### config.mk
export PLATFORM = sky130hd
export DESIGN_NAME = alu_issue_ctrl_flat
export DESIGN_NICKNAME = d
export VERILOG_FILES = /design/src/rtl/alu_issue_ctrl_if.sv /design/src/rtl/alu_issue_ctrl.sv /design/src/flat_wrapper.sv
export SDC_FILE = /design/constraint.sdc
export NUM_CORES = 1
export LEC_CHECK = 0
export ABC_AREA = 1
export ABC_CLOCK_PERIOD_IN_PS = 5420
export CAP_MARGIN = 20
export CORE_UTILIZATION = 55
export DETAILED_ROUTE_END_ITERATION = 10
export GPL_TIMING_DRIVEN = 0
export PLACE_DENSITY = 0.9
export SLEW_MARGIN = 10
export SYNTH_ARGS = -nofsm -noshare
export SYNTH_HDL_FRONTEND = slang
export SYNTH_SLANG_ARGS = --single-unit
export TNS_END_PERCENT = 1
### constraint.sdc
create_clock -name clk -period 5.42 [get_ports clk]
set_clock_uncertainty 0.2 [all_clocks]
set_input_delay 1.084 -clock clk [delete_from_list [all_inputs] [get_ports clk]]
set_output_delay 1.084 -clock clk [all_outputs]
set_load 0.05 [all_outputs]
### src/rtl/alu_issue_ctrl_if.sv
// alu_issue_ctrl_if: command and result handshakes of the ALU issue stage.
// The slave modport is the issue controller; the master modport is the
// producer of commands and consumer of results.
interface alu_issue_ctrl_if #(
  parameter int TAG_W = 4
);
  // command channel
  logic             in_valid;
  logic             in_ready;
  logic [4:0]       in_op;
  logic [31:0]      in_src1;
  logic [31:0]      in_src2;
  logic [TAG_W-1:0] in_tag;

  // result channel
  logic             out_valid;
  logic             out_ready;
  logic [31:0]      out_data;
  logic             out_overflow;
  logic [TAG_W-1:0] out_tag;
  logic             out_err;

  modport slave (
    input  in_valid, in_op, in_src1, in_src2, in_tag, out_ready,
    output in_ready, out_valid, out_data, out_overflow, out_tag, out_err
  );

  modport master (
    output in_valid, in_op, in_src1, in_src2, in_tag, out_ready,
    input  in_ready, out_valid, out_data, out_overflow, out_tag, out_err
  );
endinterface

### src/rtl/alu_issue_ctrl.sv
// alu_issue_ctrl: in-order issue stage in front of a combinational ALU.
// Commands are queued in a DEPTH-entry FIFO, presented to the ALU for one
// cycle from registers, and the ALU result is captured and held until the
// consumer takes it.
// Build option ALU_ILLEGAL_OP_CHK_EN: opcodes above 5'b10001 are sequenced
// with normal timing but never enable the ALU; their result is forced to
// zero with out_err set. Without it, out_err is tied low.
module alu_issue_ctrl #(
  parameter int DEPTH = 4,
  parameter int TAG_W = 4
) (
  input  logic                   clk,
  input  logic                   rst,
  alu_issue_ctrl_if.slave        bus,
  output logic                   alu_enable,
  output logic [4:0]             alu_op,
  output logic [31:0]            src1,
  output logic [31:0]            src2,
  input  logic [31:0]            alu_out,
  input  logic                   alu_overflow,
  output logic [$clog2(DEPTH):0] fifo_count
);

  localparam int               PTR_W         = $clog2(DEPTH);
  localparam int               CNT_W         = PTR_W + 1;
  localparam logic [CNT_W-1:0] FULL_CNT      = CNT_W'(DEPTH);
  localparam logic [4:0]       OP_LAST_LEGAL = 5'b10001;

  typedef enum logic [1:0] {
    S_IDLE  = 2'd0,
    S_ISSUE = 2'd1,
    S_HOLD  = 2'd2
  } state_t;

  state_t r_state;
  state_t w_state_nxt;

  // FIFO storage and bookkeeping
  logic [4:0]       r_mem_op   [DEPTH];
  logic [31:0]      r_mem_src1 [DEPTH];
  logic [31:0]      r_mem_src2 [DEPTH];
  logic [TAG_W-1:0] r_mem_tag  [DEPTH];
  logic [PTR_W-1:0] r_wr_ptr;
  logic [PTR_W-1:0] r_rd_ptr;
  logic [CNT_W-1:0] r_count;

  logic w_in_ready;
  logic w_push;
  logic w_pop;
  logic w_empty;
  logic w_capture;
  logic w_release;

  // issue registers feeding the ALU
  logic [4:0]       r_alu_op;
  logic [31:0]      r_src1;
  logic [31:0]      r_src2;
  logic [TAG_W-1:0] r_issue_tag;
  logic             w_issue_ill;

  // held result
  logic             r_out_valid;
  logic [31:0]      r_out_data;
  logic             r_out_overflow;
  logic [TAG_W-1:0] r_out_tag;
  logic [31:0]      w_cap_data;
  logic             w_cap_ovf;

  // Full is decided on the registered count only, so a pop in the same
  // cycle never opens the input combinationally.
  assign w_in_ready = (r_count != FULL_CNT);
  assign w_empty    = (r_count == '0);
  assign w_push     = bus.in_valid & w_in_ready;

  // Store accepted commands; payload needs no reset since count gates reads.
  always_ff @(posedge clk) begin
    if (w_push) begin
      r_mem_op[r_wr_ptr]   <= bus.in_op;
      r_mem_src1[r_wr_ptr] <= bus.in_src1;
      r_mem_src2[r_wr_ptr] <= bus.in_src2;
      r_mem_tag[r_wr_ptr]  <= bus.in_tag;
    end
  end

  // FIFO pointers wrap naturally because DEPTH is a power of two.
  always_ff @(posedge clk or posedge rst) begin
    if (rst) begin
      r_wr_ptr <= '0;
      r_rd_ptr <= '0;
    end else begin
      if (w_push) r_wr_ptr <= r_wr_ptr + PTR_W'(1);
      if (w_pop)  r_rd_ptr <= r_rd_ptr + PTR_W'(1);
    end
  end

  // Occupancy: a simultaneous push and pop leaves the count unchanged.
  always_ff @(posedge clk or posedge rst) begin
    if (rst) begin
      r_count <= '0;
    end else begin
      case ({w_push, w_pop})
        2'b10:   r_count <= r_count + CNT_W'(1);
        2'b01:   r_count <= r_count - CNT_W'(1);
        default: r_count <= r_count;
      endcase
    end
  end

  // Sequencer state register.
  always_ff @(posedge clk or posedge rst) begin
    if (rst) r_state <= S_IDLE;
    else     r_state <= w_state_nxt;
  end

  // Sequencer decisions: when to pop, capture and release a result.
  always_comb begin
    w_state_nxt = r_state;
    w_pop       = 1'b0;
    w_capture   = 1'b0;
    w_release   = 1'b0;
    case (r_state)
      S_IDLE: begin
        if (!w_empty) begin
          w_pop       = 1'b1;
          w_state_nxt = S_ISSUE;
        end
      end
      S_ISSUE: begin
        w_capture   = 1'b1;
        w_state_nxt = S_HOLD;
      end
      S_HOLD: begin
        if (bus.out_ready) begin
          w_release = 1'b1;
          if (!w_empty) begin
            w_pop       = 1'b1;
            w_state_nxt = S_ISSUE;
          end else begin
            w_state_nxt = S_IDLE;
          end
        end
      end
      default: w_state_nxt = S_IDLE;
    endcase
  end

  // Load the FIFO head into the ALU-facing registers on every pop; they
  // keep their last issued values otherwise.
  always_ff @(posedge clk or posedge rst) begin
    if (rst) begin
      r_alu_op    <= '0;
      r_src1      <= '0;
      r_src2      <= '0;
      r_issue_tag <= '0;
    end else if (w_pop) begin
      r_alu_op    <= r_mem_op[r_rd_ptr];
      r_src1      <= r_mem_src1[r_rd_ptr];
      r_src2      <= r_mem_src2[r_rd_ptr];
      r_issue_tag <= r_mem_tag[r_rd_ptr];
    end
  end

`ifdef ALU_ILLEGAL_OP_CHK_EN
  logic r_issue_ill;
  logic r_out_err;

  // Classify the opcode as it is popped so the ISSUE cycle can suppress the ALU.
  always_ff @(posedge clk or posedge rst) begin
    if (rst)        r_issue_ill <= 1'b0;
    else if (w_pop) r_issue_ill <= (r_mem_op[r_rd_ptr] > OP_LAST_LEGAL);
  end

  // Error flag travels with the captured result.
  always_ff @(posedge clk or posedge rst) begin
    if (rst)            r_out_err <= 1'b0;
    else if (w_capture) r_out_err <= r_issue_ill;
  end

  assign w_issue_ill = r_issue_ill;
  assign bus.out_err = r_out_err;
`else
  assign w_issue_ill = 1'b0;
  assign bus.out_err = 1'b0;
`endif

  assign w_cap_data = w_issue_ill ? 32'd0 : alu_out;
  assign w_cap_ovf  = alu_overflow & ~w_issue_ill;

  // Capture the ALU result at the end of ISSUE; hold it until consumed.
  always_ff @(posedge clk or posedge rst) begin
    if (rst) begin
      r_out_valid    <= 1'b0;
      r_out_data     <= '0;
      r_out_overflow <= 1'b0;
      r_out_tag      <= '0;
    end else if (w_capture) begin
      r_out_valid    <= 1'b1;
      r_out_data     <= w_cap_data;
      r_out_overflow <= w_cap_ovf;
      r_out_tag      <= r_issue_tag;
    end else if (w_release) begin
      r_out_valid    <= 1'b0;
    end
  end

  assign alu_enable       = (r_state == S_ISSUE) & ~w_issue_ill;
  assign alu_op           = r_alu_op;
  assign src1             = r_src1;
  assign src2             = r_src2;
  assign fifo_count       = r_count;
  assign bus.in_ready     = w_in_ready;
  assign bus.out_valid    = r_out_valid;
  assign bus.out_data     = r_out_data;
  assign bus.out_overflow = r_out_overflow;
  assign bus.out_tag      = r_out_tag;

endmodule

### src/flat_wrapper.sv
// flat-port wrapper written by rule: the top's interface ports become plain ports
module alu_issue_ctrl_flat 
#(
  parameter int DEPTH = 4,
  parameter int TAG_W = 4
)
  (clk, rst, alu_enable, alu_op, src1, src2, alu_out, alu_overflow, fifo_count, bus_in_valid, bus_in_op, bus_in_src1, bus_in_src2, bus_in_tag, bus_out_ready, bus_in_ready, bus_out_valid, bus_out_data, bus_out_overflow, bus_out_tag, bus_out_err);
  alu_issue_ctrl_if #(.TAG_W(TAG_W)) bus_i ();
  input  logic clk;
  input  logic rst;
  output logic alu_enable;
  output logic [4:0] alu_op;
  output logic [31:0] src1;
  output logic [31:0] src2;
  input  logic [31:0] alu_out;
  input  logic alu_overflow;
  output logic [$clog2(DEPTH):0] fifo_count;
  input wire logic [$bits(bus_i.in_valid)-1:0] bus_in_valid;
  input wire logic [$bits(bus_i.in_op)-1:0] bus_in_op;
  input wire logic [$bits(bus_i.in_src1)-1:0] bus_in_src1;
  input wire logic [$bits(bus_i.in_src2)-1:0] bus_in_src2;
  input wire logic [$bits(bus_i.in_tag)-1:0] bus_in_tag;
  input wire logic [$bits(bus_i.out_ready)-1:0] bus_out_ready;
  output wire logic [$bits(bus_i.in_ready)-1:0] bus_in_ready;
  output wire logic [$bits(bus_i.out_valid)-1:0] bus_out_valid;
  output wire logic [$bits(bus_i.out_data)-1:0] bus_out_data;
  output wire logic [$bits(bus_i.out_overflow)-1:0] bus_out_overflow;
  output wire logic [$bits(bus_i.out_tag)-1:0] bus_out_tag;
  output wire logic [$bits(bus_i.out_err)-1:0] bus_out_err;
  assign bus_i.in_valid = bus_in_valid;
  assign bus_i.in_op = bus_in_op;
  assign bus_i.in_src1 = bus_in_src1;
  assign bus_i.in_src2 = bus_in_src2;
  assign bus_i.in_tag = bus_in_tag;
  assign bus_i.out_ready = bus_out_ready;
  assign bus_in_ready = bus_i.in_ready;
  assign bus_out_valid = bus_i.out_valid;
  assign bus_out_data = bus_i.out_data;
  assign bus_out_overflow = bus_i.out_overflow;
  assign bus_out_tag = bus_i.out_tag;
  assign bus_out_err = bus_i.out_err;
  alu_issue_ctrl #(.DEPTH(DEPTH), .TAG_W(TAG_W)) u_core (.clk(clk), .rst(rst), .bus(bus_i), .alu_enable(alu_enable), .alu_op(alu_op), .src1(src1), .src2(src2), .alu_out(alu_out), .alu_overflow(alu_overflow), .fifo_count(fifo_count));
endmodule
After elaboration in Yosys (flattened, before gate mapping)
Memories as Yosys holds them, arrays and structs flattened. A register that Yosys moved wholly into a read port is not among the register bits.
Index checks and enable logic that the tools add are counted.
{"block": "word_totals", "ff_bits": 47, "latchBits": 0, "mem_bits_rw": 292, "romBits": 0, "input_bits": 110, "output_inout_bits": 113, "wordCells": 44, "n_memories": 4}
{"name": "u_core.r_mem_src1", "depth": 4, "word_bits": 32, "rd": 1, "rd_ports_with_merged_regs": 1, "write_ports": 1, "line_no": "alu_issue_ctrl.sv:40", "text": "logic [31:0] r_mem_src1 [DEPTH];"}
{"name": "u_core.r_mem_src2", "depth": 4, "word_bits": 32, "rd": 1, "rd_ports_with_merged_regs": 1, "write_ports": 1, "line_no": "alu_issue_ctrl.sv:41", "text": "logic [31:0] r_mem_src2 [DEPTH];"}
{"name": "u_core.r_mem_op", "depth": 4, "word_bits": 5, "rd": 1, "rd_ports_with_merged_regs": 1, "write_ports": 1, "line_no": "alu_issue_ctrl.sv:39", "text": "logic [4:0] r_mem_op [DEPTH];"}
{"name": "u_core.r_mem_tag", "depth": 4, "word_bits": 4, "rd": 1, "rd_ports_with_merged_regs": 1, "write_ports": 1, "line_no": "alu_issue_ctrl.sv:42", "text": "logic [TAG_W-1:0] r_mem_tag [DEPTH];"}
{"block": "classes", "n_addsub": 4, "multipliers": 0, "n_div": 0, "magnitude_cmp": 0, "eq_ne": 7, "n_shift": 0, "n_mux": 15, "bitwise_logic": 1, "reduce_logical": 5}
{"op": "$mux W1", "count": 10}
{"op": "$pmux W2 S3", "count": 1}
{"op": "$pmux W3 S2", "count": 1}
{"op": "$add A2 B1 Y2 const B", "count": 2}
{"op": "$eq A2 B1 Y1 const B", "count": 2}
{"op": "$eq A2 B2 Y1 const B", "count": 2}
{"op": "$mux W2", "count": 2}
{"op": "$ne A2 B2 Y1 const B", "count": 2}
{"op": "$reduce_bool A2 Y1", "count": 2}
{"op": "$add A3 B1 Y3 const B", "count": 1}
{"op": "$logic_not A3 Y1", "count": 1}
{"op": "$ne A3 B3 Y1 const B", "count": 1}
{"op": "$sub A3 B1 Y3 const B", "count": 1}
{"op": "$logic_not A2 Y1", "count": 1}
{"op": "$pmux W1 S2", "count": 1}
{"op": "$reduce_and A2 Y1", "count": 1}
{"op": "$and A1 B1 Y1", "count": 1}

Depth between registers and ports, before layout
{"block": "logic_depth", "ltp_word": 6, "depth_mapped": 13, "ltp_nobuf": 12}

Least setup slack after synthesis
No wires, ideal clock.
{"block": "synth_timing", "kind": "register -> register", "start": "reg u_core.r_count[1], in the netlist u_core.fifo_count[1]", "end": "mem u_core.r_mem_op[0][0] (enable)", "setup_ns": 0.505, "arrival_ns": 4.598, "required_ns": 4.715, "path_slack_ns": 0.117, "path_stages_with_launch": 5, "path_buffers": 0, "period_less_slack_ns": 5.303, "path_cell_list": "dfrtp_1 > inv_2 > nand3_1 > nand2_1 > nor2_1"}
{"block": "synth_via", "elab_chain_cells": 4}
{"item": "from (decl)", "line_no": "alu_issue_ctrl.sv:45", "text": "logic [CNT_W-1:0] r_count;"}
{"item": "from (signal assigned)", "line_no": "alu_issue_ctrl.sv:102", "text": "2'b10: r_count <= r_count + CNT_W'(1);"}
{"item": "from (signal assigned)", "line_no": "alu_issue_ctrl.sv:103", "text": "2'b01: r_count <= r_count - CNT_W'(1);"}
{"item": "from (signal assigned)", "line_no": "alu_issue_ctrl.sv:104", "text": "default: r_count <= r_count;"}
{"item": "$ne A3 B3 Y1", "line_no": "alu_issue_ctrl.sv:71", "text": "assign w_in_ready = (r_count != FULL_CNT);"}
{"item": "net bus_in_ready", "line_no": "flat_wrapper.sv:24", "text": "output wire logic [$bits(bus_i.in_ready)-1:0] bus_in_ready;"}
{"item": "$and A1 B1 Y1", "line_no": "alu_issue_ctrl.sv:73", "text": "assign w_push = bus.in_valid & w_in_ready;"}
{"item": "$mux W1", "line_no": "alu_issue_ctrl.sv:77", "text": "if (w_push) begin"}
{"item": "$mux W1 (implied by the code)", "line_no": "alu_issue_ctrl.sv:78", "text": "r_mem_op[r_wr_ptr] <= bus.in_op;"}
{"item": "to (decl)", "line_no": "alu_issue_ctrl.sv:39"}
The timed path passes the listed nets, and every way through them passes these cells.

Worst setup path after layout
{"block": "layout_timing", "start": "reg u_core.r_state[1]", "end": "out alu_enable"}
{"block": "layout_via", "elab_chain_cells": 1}
{"item": "from (decl)", "line_no": "alu_issue_ctrl.sv:35", "text": "state_t r_state;"}
{"item": "from (signal assigned)", "line_no": "alu_issue_ctrl.sv:112", "text": "else r_state <= w_state_nxt;"}
{"item": "$eq A2 B1 Y1", "line_no": "alu_issue_ctrl.sv:206", "text": "assign alu_enable = (r_state == S_ISSUE) & ~w_issue_ill;"}
{"item": "to (decl)", "line_no": "flat_wrapper.sv:11", "text": "output logic alu_enable;"}
No other way between the ends.

==> impl_metrics.yaml <==
run_status:
  outcome: "complete, no violations"
setup_path:
  start_kind: "flip-flop"
  crit_buf_inv: 2
  path_cells: "nor2_2 -> buf_1 -> clkdlybuf4s50_1"
  path_max_fanout: 10
  crit_family: "buffers and inverters"
  critPathSlowestCell: "clkdlybuf4s50_1"
  critical_path_class: "reg -> out"
  cp.required_ps: 4140
  slowest_delay_ps: 870
  endpoint_kind: "output port"
  arrival_ps: 2390
synthesis:
  async_flop_share_pct: 29.1
  synth_xor_area_share_pct: 0.207
  synth_cell_types: 22
  syn_area_per_cell_um2: 10.1
  yosysMostFrequentCell: "nand2_1"
  synth_top_cell_area_share_pct: 51.9
  synthSimpleGateAreaFrac_pct: 20.4
  ys_seq_elements: 412
  ys_seq_area_share_pct: 69.7
  ys_warn_count: 0
  syn_area_um2: 16900
  muxShareOfSynthArea_pct: 0
  synth_top_family_by_area: "simple AND/OR/NAND/NOR gates"
  yosysTopAreaCell: "edfxtp_1"
  synth_ff_type: "edfxtp_1"
  synthAdderAreaFrac_pct: 0.489
  postSynthCellCount: 1677
  yosys-top-cells-count: "708 x nand2_1, 304 x inv_1, 292 x edfxtp_1"
  synth_edf_count: 292
  yosys-top-cells-area: "edfxtp_1 52%, dfrtp_1 18%, nand2_1 16%, inv_1 6.8%, nand3_1 4.5%"
  synth-compound-area-share_pct: 0.119
  synth_nets: 1793
timing:
  setup-violations-final: 0
  tightest_slew_ps: 896
  rsz0062_at_grt: "false"
  setup_ws_ps: 1750
  maxSlewHeadroom_pct: 40.1
  hold_viol: 0
  timing.final.crit_share_pct: 67.7
  finalMaxSlewViolations: 0
  finalCriticalPeriod_ps: 3670
  max_freq_ghz: 0.272
placement:
  dp_hpwl_mm: 27.7
  gp_congestion: 0.817
  pre_cts_ws_ps: 1780
  place.port_buffers: 221
power_and_ir_drop:
  p_int_mw: 8.12
  power_leakage_nw: 10.0
  ir_worst_vdd_uv: 416
  p_switching_mw: 5.83
  clkPwrFrac_pct: 22.2
  p_per_area_nw_per_um2: 651
  switching_share_pct: 41.8
  p_comb_share_pct: 44.2
  finalPower_mw: 14.0
  p_seq_share_pct: 33.6
cts:
  hold_buffers: 0
  cts_buffers: 41
  clk_latency_ps: 520
  cts_tree: "yes"
  clkTransAtPathRegs_ps: 60
  clock_sinks: 412
  htreeDepth: 2
  cts_buffer_depth: 3
  cts-resized-gates: 0
  cts-root-buf: "clkbuf_16"
  cts_setup_buffers: 0
route:
  wl_mm: 41.6
  first_pass_iters: 5
  drt_iter0_markers: 1100
  drcViolationCount: 0
  wl_per_cell_um: 17.5
  num_vias: 12400
  via_per_inst: 5.20
  postRouteAntennaNets: 0
hold_path:
  hold_path.class: "reg -> reg"
layout:
  fillers: 1922
  multiInputGateArea_um2: 3610
  nets: 2070
  drive_above_1_share_pct: 7.40
  seq_area_um2: 11800
  areaGrowthSynthToFinish_pct: 26.9
  finish.utilization_pct: 71.5
die:
  fp.dieH_um: 177
  die_area_um2: 31400
  core_area_um2: 30000
  num_io_pins: 223
  initial_core_util_pct: 56.4
  die_x_um: 177
  num_rows: 63
global_route:
  first_global_vias: 12600
  grt_pass1_wl_mm: 64.2
  grt_start_max_net_pins: 75
  grt_overflow: 0
  antenna_found_initial: 2
  grt.total_usage_pct: 26.7
job:
  cap_violations: 0
## flip-flops by register name, summed over array words and instances (netlist names)
| register | cells |
|---|---|
| u_core.r_mem_src1 | 128 |
| u_core.r_mem_src2 | 128 |
| u_core.r_state | 2 |
| u_core.r_mem_tag | 16 |
| u_core.src1 | 32 |
| u_core.r_issue_tag | 4 |
| u_core.bus.out_overflow | 1 |
| u_core.bus.out_tag | 4 |
| u_core.bus.out_data | 32 |
| u_core.bus.out_valid | 1 |
| u_core.r_rd_ptr | 2 |
| u_core.alu_op | 5 |
| u_core.r_wr_ptr | 2 |
| u_core.fifo_count | 3 |
| u_core.r_mem_op | 20 |
| u_core.src2 | 32 |
## cell type report
class                   count  area share, %
well taps                 390           2.28
clock inverters            18           1.51
repair buffers            234           11.8
clock buffers              58           5.42
inverters                 313           5.51
flip-flops and latches    412           54.9
plain buffers              72           1.68
multi-input cells         880           16.9
diodes                      2         0.0234
## worst min-delay path, cell delays in order, from the launching register on
cell and delay (ps):
dfrtp_1 340, nand2_1 50, nand2_1 50
## per-layer routing
metal | vias to the layer above | global-route usage, % | wire length [µm] | part of all wire (%)
li1 | 5716 | - | - | -
met1 | 5903 | 31.6 | 15300 | 37
met4 | 0 | 11.0 | 1290 | 3.1
met3 | 99 | 4.81 | 3580 | 8.6
met2 | 650 | 47.8 | 21400 | 51
met5 | - | 0 | 0 | 0
## cell families after synthesis
kind of cell | Yosys count
XOR/XNOR | 4
adder cells (fa/ha/maj) | 6
AO/OA/AOI/OAI | 4
buffers and inverters | 385
other | 1
AND/OR/NAND/NOR | 865
flip-flops | 412
## path summary, 6_finish.rpt
path | slack, ps | endpoint | from | cells after the start
min in group asynchronous | 780 | u_core.src1[23] | rst | 2
min | 270 | u_core.bus.out_data[5] | u_core.bus.out_data[5] | 2
max reg2reg | 2770 | u_core.r_mem_src2[3][22] | u_core.fifo_count[1] | 6
max | 1750 | alu_enable | u_core.r_state[1] | 3
max in group asynchronous | 3500 | u_core.bus.out_tag[0] | rst | 3
min reg2reg | 270 | u_core.bus.out_data[5] | u_core.bus.out_data[5] | 2
## placed cells by master, fill, tap and decap left out, drive strengths merged
master and count:
nand2 709, inv 314, edfxtp 292, clkdlybuf4s50 221, nand3 151, dfrtp 120, clkbuf 72, buf 71
bufinv 9, clkinv 6, ha 5, nor2 5, diode 2, xor2 2, xnor2 2, a21oi 2
clkinvlp 2, o21ai 2, fa 1, conb 1
## power groups by stage
stage / logic (mW) / registers [mW] / clock network, mW
2_1_floorplan: 2.51 / 6.14 / 0
3_3_place_gp: 5.74 / 4.80 / 0
3_5_place_dp: 6.10 / 4.74 / 0
4_1_cts: 6.17 / 4.69 / 3.11
5_1_grt: 6.66 / 4.76 / 3.25
6_report: 6.17 / 4.69 / 3.10
## per-stage QoR
step | std cells | instance area, µm² | TNS, ps | hold WS [ps]
after global routing | 2378 | 21400 | 0 | 279
after floorplan | 1677 | 16900 | 0 | 238
after global placement | 2288 | 19600 | -797830 | 252
final | 2379 | 21400 | 0 | 269
after CTS | 2377 | 21400 | 0 | 272
after detailed placement | 2301 | 19900 | 0 | 258
Power figures use the tool's default switching activity.
